## src/rtl/rdma_scatter_axil_cfg_master.sv

```systemverilog
// rdma_scatter_axil_cfg_master
//   AXI4-Lite master that programs the RDMA-scatter control register file.
//   One accepted command (four scatter vaddrs) produces five sequential
//   register writes: VADDR_1..VADDR_4, then VADDR_VALID = 1. Completion is
//   signalled with a one-cycle done pulse, with err/err_idx reporting the
//   first non-OKAY write response (remaining writes are skipped).
//
// Ports
//   aclk, aresetn            clock, synchronous active-low reset
//   cfg_valid / cfg_ready    command handshake (ready only while idle)
//   cfg_vaddr_1..4           scatter virtual addresses (zero-extended)
//   axi_ctrl_*               AXI4-Lite master port (read channels idle)
//   busy                     accept through the done cycle
//   done                     one-cycle completion pulse
//   err, err_idx             error flag / failing write index, held until
//                            the next accepted command
module rdma_scatter_axil_cfg_master #(
  parameter int unsigned                AXIL_ADDR_BITS = 64,
  parameter int unsigned                AXIL_DATA_BITS = 64,
  parameter int unsigned                VADDR_BITS     = 48,
  parameter logic [AXIL_ADDR_BITS-1:0]  BASE_ADDR      = '0,
  parameter int unsigned                REG_STRIDE     = AXIL_DATA_BITS / 8
) (
  input  logic                          aclk,
  input  logic                          aresetn,

  input  logic                          cfg_valid,
  output logic                          cfg_ready,
  input  logic [VADDR_BITS-1:0]         cfg_vaddr_1,
  input  logic [VADDR_BITS-1:0]         cfg_vaddr_2,
  input  logic [VADDR_BITS-1:0]         cfg_vaddr_3,
  input  logic [VADDR_BITS-1:0]         cfg_vaddr_4,

  output logic [AXIL_ADDR_BITS-1:0]     axi_ctrl_awaddr,
  output logic [2:0]                    axi_ctrl_awprot,
  output logic                          axi_ctrl_awvalid,
  input  logic                          axi_ctrl_awready,
  output logic [AXIL_DATA_BITS-1:0]     axi_ctrl_wdata,
  output logic [AXIL_DATA_BITS/8-1:0]   axi_ctrl_wstrb,
  output logic                          axi_ctrl_wvalid,
  input  logic                          axi_ctrl_wready,
  input  logic [1:0]                    axi_ctrl_bresp,
  input  logic                          axi_ctrl_bvalid,
  output logic                          axi_ctrl_bready,
  output logic [AXIL_ADDR_BITS-1:0]     axi_ctrl_araddr,
  output logic [2:0]                    axi_ctrl_arprot,
  output logic                          axi_ctrl_arvalid,
  input  logic                          axi_ctrl_arready,
  input  logic [AXIL_DATA_BITS-1:0]     axi_ctrl_rdata,
  input  logic [1:0]                    axi_ctrl_rresp,
  input  logic                          axi_ctrl_rvalid,
  output logic                          axi_ctrl_rready,

  output logic                          busy,
  output logic                          done,
  output logic                          err,
  output logic [2:0]                    err_idx
);

  typedef enum logic [1:0] {
    S_IDLE,
    S_ISSUE,
    S_RESP,
    S_DONE
  } state_t;

  state_t                    state;
  logic [2:0]                idx;
  logic [2:0]                idx_nxt;
  logic                      aw_done;
  logic                      w_done;
  logic                      aw_hs;
  logic                      w_hs;
  logic [AXIL_DATA_BITS-1:0] vaddr_q [4];

  // Read channels are never used by this master.
  logic unused_rd;
  assign unused_rd = ^{axi_ctrl_arready, axi_ctrl_rdata, axi_ctrl_rresp, axi_ctrl_rvalid};

  assign axi_ctrl_awprot  = '0;
  assign axi_ctrl_araddr  = '0;
  assign axi_ctrl_arprot  = '0;
  assign axi_ctrl_arvalid = 1'b0;
  assign axi_ctrl_rready  = 1'b1;

  assign aw_hs   = axi_ctrl_awvalid & axi_ctrl_awready;
  assign w_hs    = axi_ctrl_wvalid & axi_ctrl_wready;
  assign idx_nxt = idx + 3'd1;

  // Register address; the sum wraps in the address width.
  function automatic logic [AXIL_ADDR_BITS-1:0] reg_addr(input logic [2:0] i);
    return BASE_ADDR + (AXIL_ADDR_BITS'(i) * AXIL_ADDR_BITS'(REG_STRIDE));
  endfunction

  // Write payload for write i (> 0); write 4 is the VADDR_VALID strobe.
  function automatic logic [AXIL_DATA_BITS-1:0] reg_data(input logic [2:0] i);
    if (i == 3'd4) return AXIL_DATA_BITS'(1);
    return vaddr_q[i[1:0]];
  endfunction

  always_ff @(posedge aclk) begin
    if (!aresetn) begin
      state            <= S_IDLE;
      idx              <= '0;
      aw_done          <= 1'b0;
      w_done           <= 1'b0;
      cfg_ready        <= 1'b1;
      busy             <= 1'b0;
      done             <= 1'b0;
      err              <= 1'b0;
      err_idx          <= '0;
      axi_ctrl_awvalid <= 1'b0;
      axi_ctrl_wvalid  <= 1'b0;
      axi_ctrl_bready  <= 1'b0;
      axi_ctrl_awaddr  <= '0;
      axi_ctrl_wdata   <= '0;
      axi_ctrl_wstrb   <= '0;
      for (int unsigned i = 0; i < 4; i++) vaddr_q[i] <= '0;
    end else begin
      case (state)
        S_IDLE: begin
          if (cfg_valid) begin
            vaddr_q[0]       <= AXIL_DATA_BITS'(cfg_vaddr_1);
            vaddr_q[1]       <= AXIL_DATA_BITS'(cfg_vaddr_2);
            vaddr_q[2]       <= AXIL_DATA_BITS'(cfg_vaddr_3);
            vaddr_q[3]       <= AXIL_DATA_BITS'(cfg_vaddr_4);
            idx              <= '0;
            aw_done          <= 1'b0;
            w_done           <= 1'b0;
            cfg_ready        <= 1'b0;
            busy             <= 1'b1;
            err              <= 1'b0;
            err_idx          <= '0;
            // First write is loaded straight from the command inputs,
            // since vaddr_q only updates on this same edge.
            axi_ctrl_awaddr  <= reg_addr(3'd0);
            axi_ctrl_wdata   <= AXIL_DATA_BITS'(cfg_vaddr_1);
            axi_ctrl_wstrb   <= '1;
            axi_ctrl_awvalid <= 1'b1;
            axi_ctrl_wvalid  <= 1'b1;
            state            <= S_ISSUE;
          end
        end

        S_ISSUE: begin
          // AW and W retire independently; each valid drops after its own beat.
          if (aw_hs) begin
            axi_ctrl_awvalid <= 1'b0;
            aw_done          <= 1'b1;
          end
          if (w_hs) begin
            axi_ctrl_wvalid <= 1'b0;
            w_done          <= 1'b1;
          end
          if ((aw_done || aw_hs) && (w_done || w_hs)) begin
            axi_ctrl_bready <= 1'b1;
            state           <= S_RESP;
          end
        end

        S_RESP: begin
          if (axi_ctrl_bvalid) begin
            axi_ctrl_bready <= 1'b0;
            if (axi_ctrl_bresp != 2'b00) begin
              err     <= 1'b1;
              err_idx <= idx;
              done    <= 1'b1;
              state   <= S_DONE;
            end else if (idx == 3'd4) begin
              done  <= 1'b1;
              state <= S_DONE;
            end else begin
              idx              <= idx_nxt;
              aw_done          <= 1'b0;
              w_done           <= 1'b0;
              axi_ctrl_awaddr  <= reg_addr(idx_nxt);
              axi_ctrl_wdata   <= reg_data(idx_nxt);
              axi_ctrl_awvalid <= 1'b1;
              axi_ctrl_wvalid  <= 1'b1;
              state            <= S_ISSUE;
            end
          end
        end

        S_DONE: begin
          done      <= 1'b0;
          busy      <= 1'b0;
          cfg_ready <= 1'b1;
          state     <= S_IDLE;
        end

        default: state <= S_IDLE;
      endcase
    end
  end

endmodule

```

## config.mk

```make
export PLATFORM = sky130hd
export DESIGN_NAME = rdma_scatter_axil_cfg_master
export DESIGN_NICKNAME = d
export VERILOG_FILES = /design/src/rtl/rdma_scatter_axil_cfg_master.sv
export SDC_FILE = /design/constraint.sdc
export NUM_CORES = 1
export LEC_CHECK = 0
export CAP_MARGIN = 10
export CORE_AREA = 2 2 187 189
export DETAILED_ROUTE_END_ITERATION = 10
export DIE_AREA = 0 0 189 191
export PLACE_DENSITY_LB_ADDON = 0.3
export SLEW_MARGIN = 20
export SYNTH_ARGS = -nofsm -noshare
export SYNTH_HDL_FRONTEND = slang
export SYNTH_SLANG_ARGS = --single-unit
```

## constraint.sdc

```tcl
create_clock -name aclk -period 30.9 [get_ports aclk]
set_input_delay 3.09 -clock aclk [delete_from_list [all_inputs] [get_ports aclk]]
set_output_delay 3.09 -clock aclk [all_outputs]
set_load 0.01 [all_outputs]
```

==> impl_metrics.env <==
export IMPL_status="finished clean"
export IMPL_fin_crit_sh_pct=17.8
export IMPL_grt_max_degree=193
export IMPL_worst_setup_path_type="input port to flop"
export IMPL_holdWs_ps=471
export IMPL_syn_cell_area_um2=12200
export IMPL_grt_pass1_wl_mm=47.4
export IMPL_final_seq_area_um2=7090
export IMPL_die_w_um=189
export IMPL_first_global_vias=7792
export IMPL_synth_area_top_cells="edfxtp_1 47%, dfxtp_1 11%, buf_4 10%"
export IMPL_synth_cell_types=40
export IMPL_antenna_found_initial=1
export IMPL_cts_hold_buf=0
export IMPL_drt_wl_total_mm=32.4
export IMPL_num_rows=68
export IMPL_crit_fanout=101
export IMPL_drt_iter0_markers=567
export IMPL_ys_seq_elements=258
export IMPL_io_buffers=268
export IMPL_arrival_ps=5900
export IMPL_final_instance_count_excl_fill=1659
export IMPL_drive_above_1_share_pct=9.07
export IMPL_dieHeight_um=191
export IMPL_endpoint_kind="flop"
export IMPL_die_area_um2=36100
export IMPL_slew_viol_final=0
export IMPL_fin_crit_ps=5500
export IMPL_grt_overflow=0
export IMPL_p_leak_nw=6.47
export IMPL_area_delta_synth_final_pct=27.2
export IMPL_yosysWarningCount=0
export IMPL_max_freq_mhz=182
export IMPL_syn_inst=962
export IMPL_synth_top_cell_area_share_pct=47.1
export IMPL_post_route_drc_count=0
export IMPL_gp_congestion=0.758
export IMPL_wl_per_cell_um=19.5
export IMPL_synth_top_cell_by_area="edfxtp_1"
export IMPL_cts_sink_count=258
export IMPL_initial_utilization_pct=35.8
export IMPL_clk_path_buf_depth=3
export IMPL_post_cts_buffers=0
export IMPL_nets=1451
export IMPL_finClkSkew_ps=10.2
export IMPL_async_reset_ff_share_pct=0
export IMPL_maxSlewHeadroom_pct=27.8
export IMPL_ys_seq_area_share_pct=57.9
export IMPL_hold_path_class="flop to flop"
export IMPL_clkLatencyLatePin_ps=550
export IMPL_first_pass_iters=5
export IMPL_rsz0062_at_grt="no"
export IMPL_hold_viol_final=0
export IMPL_core_um2=34100
export IMPL_grt_util_all_layers_pct=17.1
export IMPL_crit_path_start_kind="input port"
export IMPL_io_pins=486
export IMPL_dp_hpwl_mm=19.5
export IMPL_antenna_left=0
export IMPL_synth_edf_count=192
export IMPL_required_ps=31300
export IMPL_vias_per_cell=4.92
export IMPL_ir_drop_mv=0.0393
export IMPL_synth_main_ff_cell="edfxtp_1"
export IMPL_clockRootBuffer="clkbuf_16"
export IMPL_multiInputGateArea_um2=4200
export IMPL_avgSynthCellArea_um2=12.7
export IMPL_p_per_area_nw_per_um2=54.2
export IMPL_synthTopCellsByCount="192 x and3_1, 192 x edfxtp_1, 163 x buf_4, 66 x dfxtp_1, 64 x clkbuf_1"
export IMPL_clkTransAtPathRegs_ps=60
export IMPL_worstMarginPinSlew_ps=1080
export IMPL_dr_total_vias=8170
export IMPL_cts_buffers=29
export IMPL_finalSetupViolations=0
export IMPL_cts_htree_levels=1
export IMPL_ctsResizeCount=0
export IMPL_cts_tree="built"
export IMPL_setup_tns_ps=0
export IMPL_dp_cells=1604
export IMPL_maxCapViolCount=0
export IMPL_fillers=3164
[sequential cells by signal, indices dropped and copies added, names as in the netlist, 2 cells and up]
signal and count:
axi_ctrl_awaddr 3, axi_ctrl_wdata 48, err_idx 3, state 2, vaddr_q 192
[critical path: stages]
cell,delay [ps]
clkdlybuf4s50_1,580
nor3b_4,290
buf_4,650
buf_4,810
and3_1,310
[cell usage in the layout (no fill, tap or decap), types with 2 or more instances in the layout]
cell,netlist,routed
nor2b_1,2,2
a21oi_1,10,10
clkinv_2,0,4
mux2i_1,4,4
nand2_1,6,6
clkbuf_8,0,3
dfxtp_1,66,65
nor2_1,59,59
a211oi_1,2,2
clkbuf_16,0,29
o211ai_1,2,2
nand4_1,2,2
a21o_1,2,2
inv_1,5,5
clkdlybuf4s50_1,0,267
edfxtp_1,192,192
buf_4,163,10
nand3_1,3,3
and3_1,192,192
diode_2,0,2
o21a_1,2,2
ha_1,3,2
conb_1,2,149
mux4_2,48,48
o21ai_0,54,53
a221oi_1,47,47
a31oi_1,4,4
inv_6,0,3
clkinv_1,0,4
clkbuf_1,64,9
and2_1,2,2
[layout make-up]
class                   count  share of cell area [%]
clock inverters            12                   0.587
well taps                 455                    3.66
diodes                      2                  0.0322
multi-input cells         606                    27.0
repair buffers            279                    17.9
flip-flops and latches    258                    45.6
clock buffers              41                    5.15
inverters                   6                   0.145
[logic make-up after synthesis]
group | count (synthesis) | share of synthesized area (%)
AND/OR/NAND/NOR | 271 | 12.6
flip-flops | 258 | 57.9
buffers and inverters | 245 | 12.6
AO/OA/AOI/OAI | 130 | 7.21
multiplexers | 52 | 9.17
adder cells (fa/ha/maj) | 3 | 0.307
other | 2 | 0.0614
XOR/XNOR | 1 | 0.0716
[stage by stage]
step           total power, mW  utilization [%]  setup WS, ps  area (um^2)
2_1_floorplan            0.490                -         13340        12800
3_3_place_gp             0.520             43.0         24920        14700
3_5_place_dp             0.522             43.0         24910        14700
4_1_cts                  0.854             45.6         25470        15500
5_1_grt                  0.877             45.6         25270        15600
6_report                 0.843             45.6         25400        15600
[report_power, final]
group / leakage, nW / switching [mW] / internal, mW / total, mW
logic: 3.40 / 0.0515 / 0.0513 / 0.103
registers: 2.62 / 0.00963 / 0.403 / 0.412
clock network: 0.439 / 0.139 / 0.188 / 0.328
total: 6.47 / 0.200 / 0.642 / 0.843
[worst paths after layout]
path	slack [ps]	cells after the start	end	start
min	470	2	aw_done$_SDFFE_PN0P_	aw_done$_SDFFE_PN0P_
max reg2reg	27910	7	axi_ctrl_wdata[28]$_SDFFE_PN0P_	axi_ctrl_awaddr[3]$_SDFFE_PN0P_
min reg2reg	470	2	aw_done$_SDFFE_PN0P_	aw_done$_SDFFE_PN0P_
max	25400	5	vaddr_q[3][32]$_SDFFCE_PN0P_	cfg_valid
[layer usage]
metal	routed length [um]	GRT usage, %
met5	0	0
met4	860	5.02
met2	15400	28.1
met3	2020	2.15
met1	14100	23.6
No activity file was read; power rests on OpenSTA's default activity.
